[src/rtl/muldiv_unit_if.sv]
// Request/response bundle between the instruction decoder and the
// multiply/divide unit: operands and op code in, results and flags out.
interface muldiv_unit_if #(
    parameter int WIDTH = 8
);
    logic             start;
    logic [1:0]       op;
    logic [WIDTH-1:0] a;
    logic [WIDTH-1:0] b;
    logic             busy;
    logic             done;
    logic [WIDTH-1:0] res_hi;
    logic [WIDTH-1:0] res_lo;
    logic [7:0]       flags;

    modport master (
        output start, op, a, b,
        input  busy, done, res_hi, res_lo, flags
    );

    modport slave (
        input  start, op, a, b,
        output busy, done, res_hi, res_lo, flags
    );
endinterface

[src/rtl/muldiv_unit.sv]
// Iterative multiply/divide unit (MUL, IMUL, DIV, IDIV). One bit per clock:
// a shift-add multiplier and a restoring divider share one double-width
// accumulator and work on operand magnitudes; signs are re-applied on the
// final iteration together with the flag byte.
module muldiv_unit #(
    parameter int WIDTH = 8
) (
    input  logic         clk,
    input  logic         reset,
    muldiv_unit_if.slave bus
);

    localparam int CNT_W = $clog2(WIDTH) + 1;
    localparam logic [CNT_W-1:0] LAST = CNT_W'(WIDTH - 1);

    typedef enum logic [1:0] {IDLE, RUN, DONE} state_t;

    state_t               state_q;
    logic [1:0]           op_q;
    logic [2*WIDTH-1:0]   acc_q;      // MUL: {partial high, multiplier}; DIV: {remainder, quotient}
    logic [WIDTH-1:0]     opd_q;      // MUL: multiplicand magnitude; DIV: divisor magnitude
    logic                 neg_res_q;  // product / quotient must be negated
    logic                 neg_rem_q;  // remainder must be negated (dividend sign)
    logic [CNT_W-1:0]     count_q;
    logic                 busy_q;
    logic                 done_q;
    logic [WIDTH-1:0]     res_hi_q;
    logic [WIDTH-1:0]     res_lo_q;
    logic [7:0]           flags_q;

    logic                 a_neg, b_neg;
    logic [WIDTH-1:0]     a_mag, b_mag;
    logic [WIDTH:0]       sum_w, rs_w, diff_w;
    logic [2*WIDTH-1:0]   acc_step;
    logic [2*WIDTH-1:0]   prod_fix;
    logic [WIDTH-1:0]     quo_fix, rem_fix, ext;
    logic [WIDTH-1:0]     res_hi_d, res_lo_d;
    logic [7:0]           flags_d;
    logic                 ovf;

    function automatic logic parity_even(input logic [WIDTH-1:0] v);
        return ~^v;
    endfunction

    function automatic logic [7:0] pack_flags(input logic vf, input logic pf, input logic sf,
                                              input logic zf, input logic af, input logic cf);
        return {2'b00, vf, pf, sf, zf, af, cf};
    endfunction

    // Operand magnitudes and signs for the incoming request (signed ops only)
    always_comb begin
        a_neg = bus.op[0] & bus.a[WIDTH-1];
        b_neg = bus.op[0] & bus.b[WIDTH-1];
        a_mag = a_neg ? -bus.a : bus.a;
        b_mag = b_neg ? -bus.b : bus.b;
    end

    // One iteration of shift-add multiply or restoring divide, then sign fix-up and flags
    always_comb begin
        sum_w  = {1'b0, acc_q[2*WIDTH-1:WIDTH]} + (acc_q[0] ? {1'b0, opd_q} : '0);
        rs_w   = {acc_q[2*WIDTH-1:WIDTH], acc_q[WIDTH-1]};
        diff_w = rs_w - {1'b0, opd_q};
        if (!op_q[1]) begin
            acc_step = {sum_w, acc_q[WIDTH-1:1]};
        end else if (!diff_w[WIDTH]) begin
            acc_step = {diff_w[WIDTH-1:0], acc_q[WIDTH-2:0], 1'b1};
        end else begin
            acc_step = {rs_w[WIDTH-1:0], acc_q[WIDTH-2:0], 1'b0};
        end

        prod_fix = neg_res_q ? -acc_step : acc_step;
        quo_fix  = neg_res_q ? -acc_step[WIDTH-1:0] : acc_step[WIDTH-1:0];
        rem_fix  = neg_rem_q ? -acc_step[2*WIDTH-1:WIDTH] : acc_step[2*WIDTH-1:WIDTH];

        if (!op_q[1]) begin
            res_hi_d = prod_fix[2*WIDTH-1:WIDTH];
            res_lo_d = prod_fix[WIDTH-1:0];
            ext      = op_q[0] ? {WIDTH{res_lo_d[WIDTH-1]}} : '0;
            ovf      = (res_hi_d != ext);
            flags_d  = pack_flags(ovf, parity_even(res_lo_d), res_hi_d[WIDTH-1],
                                  (prod_fix == '0), 1'b0, ovf);
        end else begin
            res_hi_d = rem_fix;
            res_lo_d = quo_fix;
            ext      = '0;
            // Only -2^(W-1) / -1 yields a positive quotient magnitude of 2^(W-1)
            ovf      = op_q[0] & ~neg_res_q & acc_step[WIDTH-1];
            flags_d  = pack_flags(ovf, parity_even(res_lo_d), res_lo_d[WIDTH-1],
                                  (res_lo_d == '0), 1'b0, 1'b0);
        end
    end

    // Control FSM: accept, iterate WIDTH times, publish results with a one-cycle done
    always_ff @(posedge clk or negedge reset) begin
        if (!reset) begin
            state_q   <= IDLE;
            op_q      <= '0;
            acc_q     <= '0;
            opd_q     <= '0;
            neg_res_q <= 1'b0;
            neg_rem_q <= 1'b0;
            count_q   <= '0;
            busy_q    <= 1'b0;
            done_q    <= 1'b0;
            res_hi_q  <= '0;
            res_lo_q  <= '0;
            flags_q   <= '0;
        end else begin
            done_q <= 1'b0;
            case (state_q)
                RUN: begin
                    acc_q   <= acc_step;
                    count_q <= count_q + CNT_W'(1);
                    if (count_q == LAST) begin
                        state_q  <= DONE;
                        busy_q   <= 1'b0;
                        done_q   <= 1'b1;
                        res_hi_q <= res_hi_d;
                        res_lo_q <= res_lo_d;
                        flags_q  <= flags_d;
                    end
                end
                default: begin
                    state_q <= IDLE;
                    if (bus.start) begin
                        op_q      <= bus.op;
                        count_q   <= '0;
                        neg_res_q <= a_neg ^ b_neg;
                        neg_rem_q <= a_neg;
                        if (bus.op[1] && (bus.b == '0)) begin
                            // Divide by zero completes immediately with fixed results
                            state_q  <= DONE;
                            done_q   <= 1'b1;
                            res_hi_q <= bus.a;
                            res_lo_q <= '1;
                            flags_q  <= pack_flags(1'b1, parity_even({WIDTH{1'b1}}), 1'b1,
                                                   1'b0, 1'b0, 1'b0);
                        end else begin
                            state_q <= RUN;
                            busy_q  <= 1'b1;
                            if (bus.op[1]) begin
                                acc_q <= {{WIDTH{1'b0}}, a_mag};
                                opd_q <= b_mag;
                            end else begin
                                acc_q <= {{WIDTH{1'b0}}, b_mag};
                                opd_q <= a_mag;
                            end
                        end
                    end
                end
            endcase
        end
    end

    assign bus.busy   = busy_q;
    assign bus.done   = done_q;
    assign bus.res_hi = res_hi_q;
    assign bus.res_lo = res_lo_q;
    assign bus.flags  = flags_q;

endmodule

[src/flat_wrapper.sv]
// flat-port wrapper written by rule: the top's interface ports become plain ports
module muldiv_unit_flat 
#(
    parameter int WIDTH = 8
)
  (clk, reset, bus_start, bus_op, bus_a, bus_b, bus_busy, bus_done, bus_res_hi, bus_res_lo, bus_flags);
  muldiv_unit_if #(.WIDTH(WIDTH)) bus_i ();
  input  logic clk;
  input  logic reset;
  input wire logic [$bits(bus_i.start)-1:0] bus_start;
  input wire logic [$bits(bus_i.op)-1:0] bus_op;
  input wire logic [$bits(bus_i.a)-1:0] bus_a;
  input wire logic [$bits(bus_i.b)-1:0] bus_b;
  output wire logic [$bits(bus_i.busy)-1:0] bus_busy;
  output wire logic [$bits(bus_i.done)-1:0] bus_done;
  output wire logic [$bits(bus_i.res_hi)-1:0] bus_res_hi;
  output wire logic [$bits(bus_i.res_lo)-1:0] bus_res_lo;
  output wire logic [$bits(bus_i.flags)-1:0] bus_flags;
  assign bus_i.start = bus_start;
  assign bus_i.op = bus_op;
  assign bus_i.a = bus_a;
  assign bus_i.b = bus_b;
  assign bus_busy = bus_i.busy;
  assign bus_done = bus_i.done;
  assign bus_res_hi = bus_i.res_hi;
  assign bus_res_lo = bus_i.res_lo;
  assign bus_flags = bus_i.flags;
  muldiv_unit #(.WIDTH(WIDTH)) u_core (.clk(clk), .reset(reset), .bus(bus_i));
endmodule
[config.mk]
export PLATFORM = sky130hd
export DESIGN_NAME = muldiv_unit_flat
export DESIGN_NICKNAME = d
export VERILOG_FILES = /design/src/rtl/muldiv_unit_if.sv /design/src/rtl/muldiv_unit.sv /design/src/flat_wrapper.sv
export SDC_FILE = /design/constraint.sdc
export NUM_CORES = 1
export LEC_CHECK = 0
export ABC_CLOCK_PERIOD_IN_PS = 6000
export CAP_MARGIN = 30
export CORE_MARGIN = 5
export CORE_UTILIZATION = 35
export DETAILED_ROUTE_END_ITERATION = 8
export REMOVE_ABC_BUFFERS = 1
export SYNTH_ARGS = -nofsm -noshare
export SYNTH_HDL_FRONTEND = slang
export SYNTH_SLANG_ARGS = --single-unit
export TNS_END_PERCENT = 10
[constraint.sdc]
create_clock -name clk -period 6 [get_ports clk]
set_input_delay 0.6 -clock clk [delete_from_list [all_inputs] [get_ports clk]]
set_output_delay 0.6 -clock clk [all_outputs]
set_load 0.005 [all_outputs]
-- Yosys cells after proc, flatten, opt, wreduce, memory -nomap -nowiden
Cells that the tools add are included.
W data, S select, Z words.
- latch bits: 0
- memories kept: 0
- register bits after elaboration: 60
- bits in read-only memories: 0
- output and inout port bits: 26
- input bits: 21
- logic and storage cells: 89
- bits in writable memories: 0
- bitwise operators: 8
- div/mod/pow operators: 0
- muxes and demuxes: 43
- reductions and logical operators: 13
- $add $sub $neg: 8
- order comparisons: 0
- shift-type cells: 0
- multipliers: 0
- equal/unequal tests: 5
- operator list (cell ; number):
    $mux W8 ; 22
    $mux W16 ; 6
    $neg A8 Y8 ; 4
    $logic_not A16 Y1 ; 1
    $logic_not A8 Y1 ; 2
    $neg A16 Y16 ; 1
    $reduce_xnor A8 Y1 ; 2
    $add A8 B9 Y9 ; 1
    $reduce_and A3 Y1 ; 3
    $sub A9 B8 Y9 ; 1
    $mux W1 ; 8
    $mux W2 ; 4
    $mux W4 ; 2
    $ne A8 B8 Y1 ; 1
    $mux W6 ; 1
    $add A4 B1 Y4 const B ; 1
    $and A1 B1 Y1 ; 4
    $eq A4 B3 Y1 const B ; 1
    $reduce_and A2 Y1 ; 2
    $reduce_bool A2 Y1 ; 2
    $not A1 Y1 ; 3
    $eq A2 B1 Y1 const B ; 1
    $ne A2 B1 Y1 const B ; 1
    $ne A2 B2 Y1 const B ; 1
    2 further kinds ; 2

-- Logic depth before layout (Yosys ltp)
- depth after elaboration: 10
- mapped depth: 20
- mapped depth without buffers: 19

-- Least setup slack after synthesis
OpenSTA, ideal clock, no wires.
- kind: flip-flop to flip-flop
- start point: register u_core.acc_q[7]
- end point: register u_core.flags_q[0] (netlist: u_core.bus.flags[0])
- cell stages (with the launch flop): 20
- arrival: 3984 ps
- setup time: 122 ps
- clock period less this slack: 4106 ps
- buffers on the path: 1
- path slack: 1894 ps
- data required time: 5878 ps
- cells stage by stage: dfrtp_1 inv_1 ha_1 inv_1 fa_1 a211oi_4 o211ai_2 o2111ai_1 nand2_1 inv_1 ha_1 nand2_1 or4_1 clkbuf_1 o31ai_1 xnor2_1 nand4b_1 a21oi_1 o221ai_1 a32o_1
- longest elaborated chain between the ends: 10
- RTL lines (what ; line ; RTL):
    start, declared ; muldiv_unit.sv:20 ; logic [2*WIDTH-1:0] acc_q;
    start signal, assigned ; muldiv_unit.sv:112 ; acc_q <= acc_step;
    start signal, assigned ; muldiv_unit.sv:142 ; acc_q <= {{WIDTH{1'b0}}, a_mag};
    start signal, assigned ; muldiv_unit.sv:145 ; acc_q <= {{WIDTH{1'b0}}, b_mag};
    $sub A9 B8 Y9 ; muldiv_unit.sv:62 ; diff_w = rs_w - {1'b0, opd_q};
    $mux W16 ; muldiv_unit.sv:65 ; end else if (!diff_w[WIDTH]) begin
    $mux W16 * ; muldiv_unit.sv:63 ; if (!op_q[1]) begin
    $neg A16 Y16 ; muldiv_unit.sv:71 ; prod_fix = neg_res_q ? -acc_step : acc_step;
    $mux W16 * ; muldiv_unit.sv:71 ;
    $mux W8 ; muldiv_unit.sv:78 ; ext = op_q[0] ? {WIDTH{res_lo_d[WIDTH-1]}} : '0;
    $ne A8 B8 Y1 * ; muldiv_unit.sv:79 ; ovf = (res_hi_d != ext);
    $mux W6 * ; muldiv_unit.sv:75 ; if (!op_q[1]) begin
    $mux W8 * ; muldiv_unit.sv:114 ; if (count_q == LAST) begin
    $mux W8 * ; muldiv_unit.sv:110 ; case (state_q)
    end signal, assigned ; muldiv_unit.sv:120 ; flags_q <= flags_d;
    end signal, assigned ; muldiv_unit.sv:136 ; flags_q <= pack_flags(1'b1, parity_even({WIDTH{1'b1}}), 1'b1,
    end, declared ; muldiv_unit.sv:29 ; logic [7:0] flags_q;
Mark *: on every way between the ends. The rest lies on a longest branch, timed or not. The select of a mux whose other input is x is not followed.
A chain may end at the register's enable or synchronous reset.

-- Final worst setup path
Same ends and word-level chain as after synthesis.

==> out/results.tsv <==
metric	value	unit
Final period util	0.808	
initial antenna violation count	0	
Final min period	4850	ps
Post-CTS Setup Repair Bufs	0	
leading area contributor after synthesis	dfrtp_1	
largest family of logic cells by synthesized area	compound AO/OA/AOI/OAI gates	
mux cell area share after synthesis	0.0506	
CTS tree	built	
RSZ-0062 raised after global routing	false	
Max FO, Critical Path	6	
cell area after synthesis	4670	µm²
Max Root-Sink Buffers	2	
critical path data required time	6210	ps
Root Buffer	clkbuf_16	
Post-Layout Cell Count	778	
Critical Path Start	u_core.acc_q[7]	
post-cts resize count	0	
CTS sink count	57	
#FFs+latches synth	57	
area added between synthesis and finish	19.1	%
crit-path cells	inv_1 -> ha_1 -> inv_1 -> fa_1 -> a211oi_4 -> o211ai_2 -> o2111ai_1 -> nand2_1 -> inv_1 -> ha_1 -> nand2_1 -> nor4_1 -> nand2_1 -> mux2_2 -> o41ai_1 -> nand4b_1 -> a21oi_1 -> o221ai_1 -> a32o_1	
Setup crit end kind	flip-flop	
Die W	126	µm
number of port buffers	43	
status	finished clean	
commonest non-fill, non-tap cell in the layout	nor2_1	
slowest CP cell	nor4_1	
layout cells sized above 1	0.0831	
vias	4257	
Row Count	42	
Max H-tree Level	3	
die area	15800	µm²
starting density of the core	0.354	
worst setup margin	1150	ps
Hold Path Class	in2async	
Yosys top cell area share	0.305	
GRT overflow	0	
simple-gate share of the synthesized area	0.186	
Final nets	644	
placed insts	762	
Synth area leaders	dfrtp_1, ha_1, nor2_1	
Setup WS pre-CTS	1240	ps
share of synthesized flip-flops with an asynchronous set or reset	1.00	
EDFF count, synth	0	
# DRC	0	
Max Fclk	206	MHz
# IOs	47	
Seq/Total Area, Yosys	0.305	
CP max stage delay	610	ps
Critical Path AT	5060	ps
routability cong.	0.886	
DRT Pass-1 Iters	6	
Final Hold Viols	0	
Final Setup Violations	0	
yosys warns	0	
post-DR wirelength/cell	16.9	µm
global-route wire length before repair	21700	µm
Clock Skew	8.51	ps
Worst-Skew Late Latency	330	ps
Slew headroom	0.293	
Worst-path clk slew	50	ps
Main synth FF type	dfrtp_1	
Die Y	126	µm
Num CTS Buffers	9	
drt total wl	13200	µm
setup TNS	0	ps
Pins Over Slew Limit	0	
Routed Antenna Nets	0	
Mapped Avg Cell Area	8.33	µm²
commonest non-fill, non-tap cells in the layout	nor2_1, dfrtp_1, nand2_1	
Core Region	13200	µm²
Hold-fix buffers, CTS	0	
final core utilization	0.422	
Overall Global Routing Usage	0.169	
DR iter-0 viols	285	
Setup crit start kind	flip-flop	
vias in the first global route	4196	
xor/xnor share of the synthesized area	0.0806	
Ant. Diodes	0	
reg-to-reg critical path startpoint	u_core.acc_q[7]	
critical path type	reg2reg	
compound-gate portion of the synthesized area	0.259	
vias per cell	5.47	
Cells after Synth	561	
post-DP HPWL	10000	µm
Synth Area in Adders	0.0729	
Max Cap Viol	0	
Worst-Margin Slew	1060	ps
largest net degree at the start of global routing	58	
distinct cell type count after synthesis	69	
-- Yosys cell counts, types with 3 or more instances --
master	number
clkbuf_1	18
a21oi_1	46
nand2b_1	6
dfrtp_1	57
buf_1	3
mux2_2	10
nand2_1	54
o41ai_2	3
ha_1	24
o21ai_0	47
o21a_1	4
or4_1	3
buf_4	3
xnor2_1	24
nor4_1	3
nor2_1	64
and2_1	10
nand3_1	15
a211oi_1	17
xor2_1	19
o31ai_1	8
mux2i_1	11
or3_1	3
inv_1	26
nor3_1	10
a21o_1	6
a31oi_1	10
nand3b_1	3
-- logic make-up (layout without fill, tap and decap cells) --
group           after synthesis  in the layout
simple gates                186            186
mux                          22             22
buf+inv                      53             92
compound gates              173            173
xor+xnor                     43             43
flops                        57             57
other cells                   1              3
fa+ha+maj                    26             26
-- per-stage QoR --
step / hold WS, ps / cell area, µm²
global placement: 462 / 5260
finish: 414 / 5560
floorplan: 304 / 4570
CTS: 458 / 5560
detailed placement: 473 / 5260
global route: 501 / 5560
-- routing by layer --
| metal | routed length, µm | vias up | GRT usage |
|---|---|---|---|
| met4 | 286 | 0 | 0.0536 |
| met3 | 606 | 21 | 0.0311 |
| met5 | 0 | - | 0 |
| met1 | 6410 | 2035 | 0.238 |
| met2 | 5860 | 116 | 0.262 |
| li1 | - | 2085 | - |
-- sequential cells by signal, indices dropped and copies added, names as in the netlist, 2 cells and up --
signal	count
u_core.acc_q	16
u_core.bus.flags	5
u_core.bus.res_hi	8
u_core.bus.res_lo	8
u_core.count_q	4
u_core.op_q	2
u_core.opd_q	8
u_core.state_q	2
-- worst max-delay path, delay by kind of cell (launching register included) --
family          cells  cell delay, ps
compound gates      7            1730
mux                 1             290
buf+inv             3             340
fa+ha+maj           3             830
flops               1             400
simple gates        5            1130
-- final timing paths --
kind                                  endpoint  slack [ps]  cells after the start
setup / recovery           u_core.bus.flags[0]        1150                     19
max in group asynchronous      u_core.opd_q[4]        5080                      2
setup reg to reg           u_core.bus.flags[0]        1150                     19
min in group clk               u_core.bus.busy         480                      2
hold reg to reg                u_core.bus.busy         480                      2
hold / removal                 u_core.bus.done         410                      2
-- cell type report --
cell class	instances	area, µm²
clock buffer	10	239
fill	1328	7630
tap	176	220
timing repair buffer	48	463
multi-input combinational	453	3040
inverter	28	105
clock inverter	6	67.6
sequential	57	1430
Power is not shown: default switching activity piles up to over one toggle a cycle in this logic, so the estimate is an artifact.
